<file path="src/rtl/pc_fetch_stage.sv">
// pc_fetch_stage
//   Instruction fetch stage: holds the program counter, presents it to
//   instruction memory, provides PC+4 to the next-address mux, and captures
//   the fetched instruction with its PC+4 into the IF/ID register. Debug
//   control (start, single-step, halt) gates all advancement, and a saturating
//   counter tracks cycles in which the stage was allowed to advance.
//
// Ports
//   i_clk          clock, rising edge
//   i_reset        asynchronous active-low reset
//   i_Start        leave IDLE and begin execution
//   i_StepMode     1 = advance only on i_Step
//   i_Step         single-cycle advance request
//   i_Stall        hold PC and IF/ID
//   i_Flush        zero IF/ID (NOP)
//   i_NextPC       next PC from the PC multiplexer
//   i_Instr        instruction memory read data for o_PC
//   o_PC           current PC
//   o_PC4          o_PC + 4 (combinational, wraps)
//   o_IFID_Instr   registered instruction to decode
//   o_IFID_PC4     registered PC+4 of that instruction
//   o_Running      state is RUN
//   o_Halted       state is HALT
//   o_CycleCount   saturating count of advance-enabled cycles
module pc_fetch_stage #(
  parameter int unsigned      NBITS       = 32,
  parameter logic [NBITS-1:0] PC_RESET    = '0,
  parameter logic [5:0]       HALT_OPCODE = 6'b111111
) (
  input  logic             i_clk,
  input  logic             i_reset,
  input  logic             i_Start,
  input  logic             i_StepMode,
  input  logic             i_Step,
  input  logic             i_Stall,
  input  logic             i_Flush,
  input  logic [NBITS-1:0] i_NextPC,
  input  logic [NBITS-1:0] i_Instr,
  output logic [NBITS-1:0] o_PC,
  output logic [NBITS-1:0] o_PC4,
  output logic [NBITS-1:0] o_IFID_Instr,
  output logic [NBITS-1:0] o_IFID_PC4,
  output logic             o_Running,
  output logic             o_Halted,
  output logic [NBITS-1:0] o_CycleCount
);

  typedef enum logic [1:0] {
    IDLE = 2'd0,
    RUN  = 2'd1,
    HALT = 2'd2
  } state_t;

  state_t state;
  state_t state_next;

  logic advance;
  logic load_instr;
  logic halt_hit;
  logic load_pc;

  assign o_PC4 = o_PC + NBITS'(4);

  // Advance gate: running, and either free-running or a step is requested.
  assign advance    = (state == RUN) && (!i_StepMode || i_Step);
  assign load_instr = advance && !i_Flush && !i_Stall;
  assign halt_hit   = load_instr && (i_Instr[31:26] == HALT_OPCODE);
  // On the halt edge the PC stays parked on the halt instruction's address.
  assign load_pc    = advance && !i_Stall && !halt_hit;

  // State register
  always_ff @(posedge i_clk or negedge i_reset) begin
    if (!i_reset) begin
      state <= IDLE;
    end else begin
      state <= state_next;
    end
  end

  // Next-state logic
  always_comb begin
    state_next = state;
    unique case (state)
      IDLE:    if (i_Start) state_next = RUN;
      RUN:     if (halt_hit) state_next = HALT;
      HALT:    state_next = HALT;
      default: state_next = IDLE;
    endcase
  end

  // Status outputs
  always_comb begin
    o_Running = 1'b0;
    o_Halted  = 1'b0;
    unique case (state)
      RUN:     o_Running = 1'b1;
      HALT:    o_Halted  = 1'b1;
      default: ;
    endcase
  end

  // Program counter
  always_ff @(posedge i_clk or negedge i_reset) begin
    if (!i_reset) begin
      o_PC <= PC_RESET;
    end else if (load_pc) begin
      o_PC <= i_NextPC;
    end
  end

  // IF/ID register: drains with NOPs once halted; flush beats stall.
  always_ff @(posedge i_clk or negedge i_reset) begin
    if (!i_reset) begin
      o_IFID_Instr <= '0;
      o_IFID_PC4   <= '0;
    end else if (state == HALT) begin
      o_IFID_Instr <= '0;
      o_IFID_PC4   <= '0;
    end else if (advance) begin
      if (i_Flush) begin
        o_IFID_Instr <= '0;
        o_IFID_PC4   <= '0;
      end else if (!i_Stall) begin
        o_IFID_Instr <= i_Instr;
        o_IFID_PC4   <= o_PC4;
      end
    end
  end

  // Cycle counter: counts every enabled cycle, including stalls and flushes.
  always_ff @(posedge i_clk or negedge i_reset) begin
    if (!i_reset) begin
      o_CycleCount <= '0;
    end else if (advance && (o_CycleCount != '1)) begin
      o_CycleCount <= o_CycleCount + NBITS'(1);
    end
  end

endmodule

</file>
<file path="config.mk">
export PLATFORM = sky130hd
export DESIGN_NAME = pc_fetch_stage
export DESIGN_NICKNAME = d
export VERILOG_FILES = /design/src/rtl/pc_fetch_stage.sv
export SDC_FILE = /design/constraint.sdc
export NUM_CORES = 1
export LEC_CHECK = 0
export BUFFER_PORTS_ARGS = -buffer_cell sky130_fd_sc_hd__buf_2
export CAP_MARGIN = 20
export CELL_PAD_IN_SITES_DETAIL_PLACEMENT = 0
export CELL_PAD_IN_SITES_GLOBAL_PLACEMENT = 1
export CORE_MARGIN = 2
export CORE_UTILIZATION = 36
export DETAILED_ROUTE_END_ITERATION = 16
export PLACE_DENSITY = 0.75
export REMOVE_ABC_BUFFERS = 1
export SLEW_MARGIN = 40
export SYNTH_ARGS = -nofsm -noshare
export SYNTH_HDL_FRONTEND = slang
export SYNTH_SLANG_ARGS = --single-unit
</file>
<file path="constraint.sdc">
create_clock -name i_clk -period 3 [get_ports i_clk]
set_clock_uncertainty 0.2 [all_clocks]
set_input_delay 0.45 -clock i_clk [delete_from_list [all_inputs] [get_ports i_clk]]
set_output_delay 0.45 -clock i_clk [all_outputs]
set_load 0.1 [all_outputs]
</file>
==> summary.txt, run 1 <==
Run status
  • Status: finished, final reports clean

Synthesis
  • Syn avg cell area: about 13 sq um
  • Cells after Synth: 460
  • Synth warn: 0
  • Register bit total from synthesis: between 100 and 150
  • Sequential share of the synthesized area: 0.564
  • Yosys cell types: 40
  • Mapped Area: 5760 sq um

STA
  • Headroom to the max-slew limit: 0.611
  • Final period util: 0.970
  • Crit path time final: 2910 ps
  • Final setup viols: 0
  • Final Hold Fails: 0
  • RSZ-0062 raised after global routing: true
  • F_max: around 340 MHz
  • Setup TNS: 0 ps
  • Slew @ Worst Pin: roughly 580 ps
  • Final slew viol count: 0

Finish
  • P&R area growth vs syn: 42.1%
  • # fillers: between 1000 and 1500
  • Final #Nets: between 700 and 800
  • Share of cells above drive strength 1: 0.479
  • ANT cells: 0

Global route
  • Total grt overflow: 0
  • Total GRT Usage: 0.197
  • Vias in the first global route: a little under 5000
  • Largest net degree at the start of global routing: between 60 and 70
  • Initial antenna violation count: 1
  • Global-route wire length before repair: around 26000 um

Floorplan
  • Ports: roughly 230
  • Die area: approximately 17000 sq um
  • Initial Util: 0.366
  • Row cnt: 46
  • Core Footprint: ~16000 sq um
  • Die Span Y: between 100 and 150 um
  • Die extent in x: ~130 um

Drt
  • Routed wire per std cell: about 18 um
  • Final WL: about 17000 um
  • Antenna-violating nets left: 0
  • Via-to-Cell Ratio: slightly above 5
  • Routed wl met2: between 8000 and 9000 um
  • Via count: about 4800
  • # DRC: 0
  • DRT iter0 DRCs: 221
  • Top layer in use: met5
  • Drt pass-1 iters: 4
  • WL met1: between 6000 and 7000 um
  • Met3 wire length: 1350 um

Clock network
  • Clk Latency, worst-skew pair: between 400 and 500 ps
  • Clk pin slew, worst setup/hold paths: about 60 ps
  • Num CTS Buffers: 17
  • Max clock buf depth: 2
  • CTS Root Cell: clkbuf_16
  • H-tree levels: 4
  • Clock Sinks: 130
  • CTS tree: done

Worst setup path
  • Worst path arrival time: approximately 2300 ps
  • CP Max Fanout: 5
  • Startpoint types: flop
  • WP data required: about 2400 ps
  • Kind of critical path: reg -> out
  • Critical Path End Type: primary output

Min path
  • Worst Hold Class: in -> reg

Placement
  • Post-detail-place hpwl: approximately 12000 um
  • Port Buf Inserts: 232
  • Routability cong.: between 0.8 and 0.9

Run
  • Max-Cap Viols: 0
through the flow:
step           instances  setup slack [ps]   util  instance area (sq um)  hold WS, ps
6_report             936              91.2  0.519                   8190         44.6
3_3_place_gp         897               341  0.470                   7410          180
2_1_floorplan        439             -1830      -                   5670        -45.6
5_1_grt              936             -25.9  0.519                   8190         38.4
4_1_cts              932              16.0  0.516                   8130         22.4
3_5_place_dp         897               233  0.470                   7410          186
worst paths after layout:
kind,start,end,slack [ps],cells past startpoint
worst min register to register,o_IFID_Instr[26]$_DFFE_PN0P_,o_IFID_Instr[26]$_DFFE_PN0P_,300,1
worst min-delay path,i_NextPC[6],o_PC[6]$_DFFE_PN0P_,40,3
min in group asynchronous,i_reset,o_IFID_Instr[24]$_DFFE_PN0P_,320,2
max in group asynchronous,i_reset,o_PC[18]$_DFFE_PN0P_,1570,3
worst max register to register,o_CycleCount[0]$_DFFE_PN0P_,o_CycleCount[16]$_DFFE_PN0P_,620,6
worst max-delay path,o_PC[2]$_DFFE_PN0P_,o_PC4[26],90,6
final cells by class:
class | count | area [sq um] | area share
clock buffers | 21 | 460 | 0.0562
clock inverters | 9 | 109 | 0.0133
inverters | 6 | 22.5 | 0.00275
multi-input cells | 303 | 2530 | 0.309
flip-flops and latches | 130 | 3260 | 0.398
well taps | 216 | 270 | 0.0330
repair buffers | 251 | 1540 | 0.188
cell usage after synthesis, drive strengths merged:
cell	n	area, sq um
or3	2	17.5
nor2	14	52.6
a31oi	1	6.26
and4	5	43.8
and3	12	76.3
buf	7	40.0
nand3	30	185
a21oi	9	48.8
nor3b	2	20.0
mux2	32	360
a22o	64	561
xnor2	43	377
nand2b	2	12.5
dfrtp	130	3250
nor3	6	51.3
ha	5	62.6
inv	6	22.5
nor4b	1	23.8
o31ai	3	27.5
xor2	13	114
and2	3	18.8
o21ai	4	20.0
nor4	6	56.3
nand2	16	60.1
nand4	27	175
clkbuf	14	52.6
nand4b	3	26.3
per-layer routing:
metal  global-route usage  vias to the layer above
met2                0.324                      190
met4               0.0907                        2
li1                     -                     2214
met3               0.0672                       37
met5                    0                        -
met1                0.234                     2372
state kept, by name, indices dropped and copies added (netlist names):
| signal | flops |
|---|---|
| o_CycleCount | 32 |
| o_PC | 32 |
| o_IFID_Instr | 32 |
| o_IFID_PC4 | 32 |
| state | 2 |
critical path, cell delays in order (launching register included):
cell and delay (ps):
dfrtp_1 380, ha_2 230, nand3_4 140, nor4_4 430, nand4_1 200, xnor2_2 250, buf_12 210
repair_timing:
action	4_1_cts	5_1_grt
gates resized for setup	20	10
hold endpoints to repair	38	0
setup endpoints to repair	22	11
buffers inserted	4	4
hold buffers	1	0
pin swaps	5	7
cell families (layout without fill, tap and decap cells):
kind of cell | after synthesis | in the layout | synth area share
XOR/XNOR | 56 | 56 | 0.0851
adder cells (fa/ha/maj) | 5 | 5 | 0.0109
buffers and inverters | 27 | 287 | 0.0200
AND/OR/NAND/NOR | 129 | 129 | 0.142
AO/OA/AOI/OAI | 81 | 81 | 0.115
flip-flops | 130 | 130 | 0.564
multiplexers | 32 | 32 | 0.0625
cells in the final DEF (no fill, tap or decap), types with 5 or more instances in the layout:
cell | Yosys | layout
dfrtp_1 | 130 | 124
nand3_1 | 26 | 23
xor2_1 | 13 | 13
a21oi_1 | 8 | 8
xnor2_2 | 0 | 7
buf_12 | 0 | 14
xnor2_1 | 43 | 36
and4_1 | 5 | 5
inv_1 | 6 | 6
and3_1 | 11 | 11
buf_4 | 2 | 20
nand4_1 | 26 | 26
buf_2 | 5 | 213
dfrtp_2 | 0 | 6
clkbuf_16 | 0 | 17
nor2_1 | 14 | 12
nand2_1 | 16 | 16
a22o_1 | 64 | 64
mux2_2 | 31 | 31
Power of run 1 is not shown: default switching activity piles up to over one toggle a cycle in this logic, so the estimate is an artifact.
==> inputs of run 2 (changes only) <==
- BUFFER_PORTS_ARGS: -buffer_cell sky130_fd_sc_hd__buf_2 -> not set
- DONT_BUFFER_PORTS: not set -> 1
- PLACE_DENSITY: 0.75 -> not set
- PLACE_DENSITY_LB_ADDON: not set -> 0.05
==> summary.txt, run 2 (synthesis gave the netlist of run 1 again) <==
Clock network
  • Clk Latency, worst-skew pair: 410 ps (about the same)
  • H-tree levels: 4 (unchanged)
  • Max clock buf depth: 2 (unchanged)
  • Clk pin slew, worst setup/hold paths: 60 ps (about the same)
  • CTS Root Cell: clkbuf_16
  • Clock Sinks: 130 (unchanged)
  • CTS tree: done
  • Num CTS Buffers: 17 (unchanged)
  • Post-CTS Hold Buffers: 64 (+63)

Worst setup path
  • Crit path cell chain: ha_2 > nand3_4 > nor4_4 > buf_4 > nand4_1 > xnor2_2 > buf_8
  • Critical path launch point: o_PC[2]$_DFFE_PN0P_
  • CP Max Fanout: 5 (unchanged)
  • Kind of critical path: reg -> out
  • Startpoint types: flop
  • Critical Path End Type: primary output
  • CP max stage delay: 420 ps (about the same)
  • CP endpoint: o_PC4[28]
  • WP data required: 2350 ps (about the same)
  • Worst path arrival time: 2270 ps (about the same)
  • Max stage delay cell, worst path: dfrtp_1
  • Origin of the critical flop-to-flop path: state[0]$_DFFE_PN0P_
  • Flop-to-flop setup slack: 610 ps (about the same)
  • Worst R2R End: o_IFID_Instr[16]$_DFFE_PN0P_
  • R2r worst-path depth: 6 (unchanged)

Global route
  • Vias in the first global route: 4713 (-2.9%)
  • Global-route wire length before repair: 25400 um (-1.8%)
  • Largest net degree at the start of global routing: 131 (+98%)
  • Total GRT Usage: 0.195 (-0.00204)
  • Initial antenna violation count: 0 (-1)
  • Total grt overflow: 0 (unchanged)

Floorplan
  • Die extent in x: 131 um (unchanged)
  • Row cnt: 46 (unchanged)
  • Initial Util: 0.366 (unchanged)
  • Core Footprint: 15800 sq um (unchanged)
  • Die Span Y: 131 um (unchanged)
  • Die area: 17000 sq um (unchanged)
  • Ports: 233 (unchanged)

Finish
  • Register area: 3340 sq um (+2.4%)
  • Share of cells above drive strength 1: 0.442 (-0.0368)
  • Leading cell types in the layout, fill and taps excluded: buf_4, dfrtp_1, a22o_1, dlygate4sd3_1, dfrtp_2
  • # fillers: 1375 (-3.0%)
  • P&R area growth vs syn: 47.8%
  • Area occupied by multi-input gates: 2680 sq um (+5.8%)
  • Final #Nets: 705 (-10%)
  • Commonest non-fill, non-tap cell in the layout: buf_4
  • ANT cells: 0 (unchanged)

Drt
  • Drt pass-1 iters: 4 (unchanged)
  • # DRC: 0 (unchanged)
  • Routed wire per std cell: 18.9 um (+6.8%)
  • WL met1: 6640 um (+0.23%)
  • Via count: 4479 (-7.0%)
  • Antenna-violating nets left: 0 (unchanged)
  • Routed wl met2: 7890 um (-2.5%)
  • Met3 wire length: 1450 um (+7.4%)
  • Top layer in use: met4
  • Via-to-Cell Ratio: 5.22 (+1.5%)
  • DRT iter0 DRCs: 158 (-29%)
  • Final WL: 16200 um (-2.1%)

Run status
  • Status: finished, violations left
  • Failing checks: hold timing

Placement
  • Port Buf Inserts: 0 (-100%)
  • Post-detail-place hpwl: 10900 um (-8.2%)
  • Routability cong.: 0.776 (-7.1%)
  • Pre-CTS WS: 48.7 ps (-185 ps)

STA
  • Final Hold Fails: 130 (+130)
  • Worst hold slack: -473 ps (-518 ps)
  • Crit path time final: 2920 ps (+7.25 ps)
  • RSZ-0062 raised after global routing: true
  • Final period util: 0.972 (+0.00242)
  • Setup ws final: 84.0 ps (-7.25 ps)
  • Setup TNS: 0 ps (unchanged)
  • Final slew viol count: 0 (unchanged)
  • Slew @ Worst Pin: 894 ps (+313 ps)
  • Final setup viols: 0 (unchanged)
  • F_max: 343 MHz (-0.25%)
  • Headroom to the max-slew limit: 0.404 (-0.207)

Min path
  • Worst Hold Class: in -> async

Run
  • Max-Cap Viols: 0 (unchanged)
-- run 2: metrics by stage --
stage / area, sq um / std cells / utilization
2_1_floorplan: 5670 / 439 / -
3_3_place_gp: 6970 / 755 / 0.442
3_5_place_dp: 7040 / 757 / 0.446
4_1_cts: 8390 / 857 / 0.532
5_1_grt: 8520 / 858 / 0.540
6_report: 8520 / 858 / 0.540
-- run 2: worst min-delay path by stage --
stage | from | to | slack, ps | cells past startpoint
after detailed placement | i_reset | o_IFID_Instr[0]$_DFFE_PN0P_ | -40 | 0
after global routing | i_reset | o_IFID_Instr[0]$_DFFE_PN0P_ | -500 | 0
after floorplan | i_reset | o_CycleCount[0]$_DFFE_PN0P_ | -50 | 0
final | i_reset | o_IFID_Instr[0]$_DFFE_PN0P_ | -470 | 0
after CTS | i_reset | o_IFID_Instr[0]$_DFFE_PN0P_ | -500 | 0
after global placement | i_reset | o_IFID_Instr[0]$_DFFE_PN0P_ | -40 | 0
-- run 2: worst max-delay path, delay by kind of cell, from the launching register on --
family	cells	cell delay (ps)
flops	1	420
fa+ha+maj	1	250
simple gates	3	570
xor+xnor	1	200
buf+inv	2	410
-- run 2: cell type report --
cell class,count,share of cell area
Sequential cell,130,0.392
Inverter,6,0.00264
Tap cell,216,0.0317
Clock inverter,15,0.0229
Clock buffer,17,0.0499
Multi-Input combinational cell,303,0.315
Timing Repair Buffer,171,0.186
-- run 2: routing by layer --
| layer | GRT usage | up-vias |
|---|---|---|
| met5 | 0 | - |
| met4 | 0.0620 | 0 |
| met3 | 0.0798 | 17 |
| met2 | 0.322 | 174 |
| met1 | 0.235 | 2238 |
| li1 | - | 2050 |
-- run 2: timing repair --
item / 4_1_cts / 5_1_grt
buffers inserted: 4 / 0
pin swaps: 3 / 3
hold endpoints to repair: 194 / 130
gates cloned: 0 / 0
endpoints found under the setup margin: 19 / 13
gates resized for setup: 12 / 17
Power of run 2 is left out for the same reason.
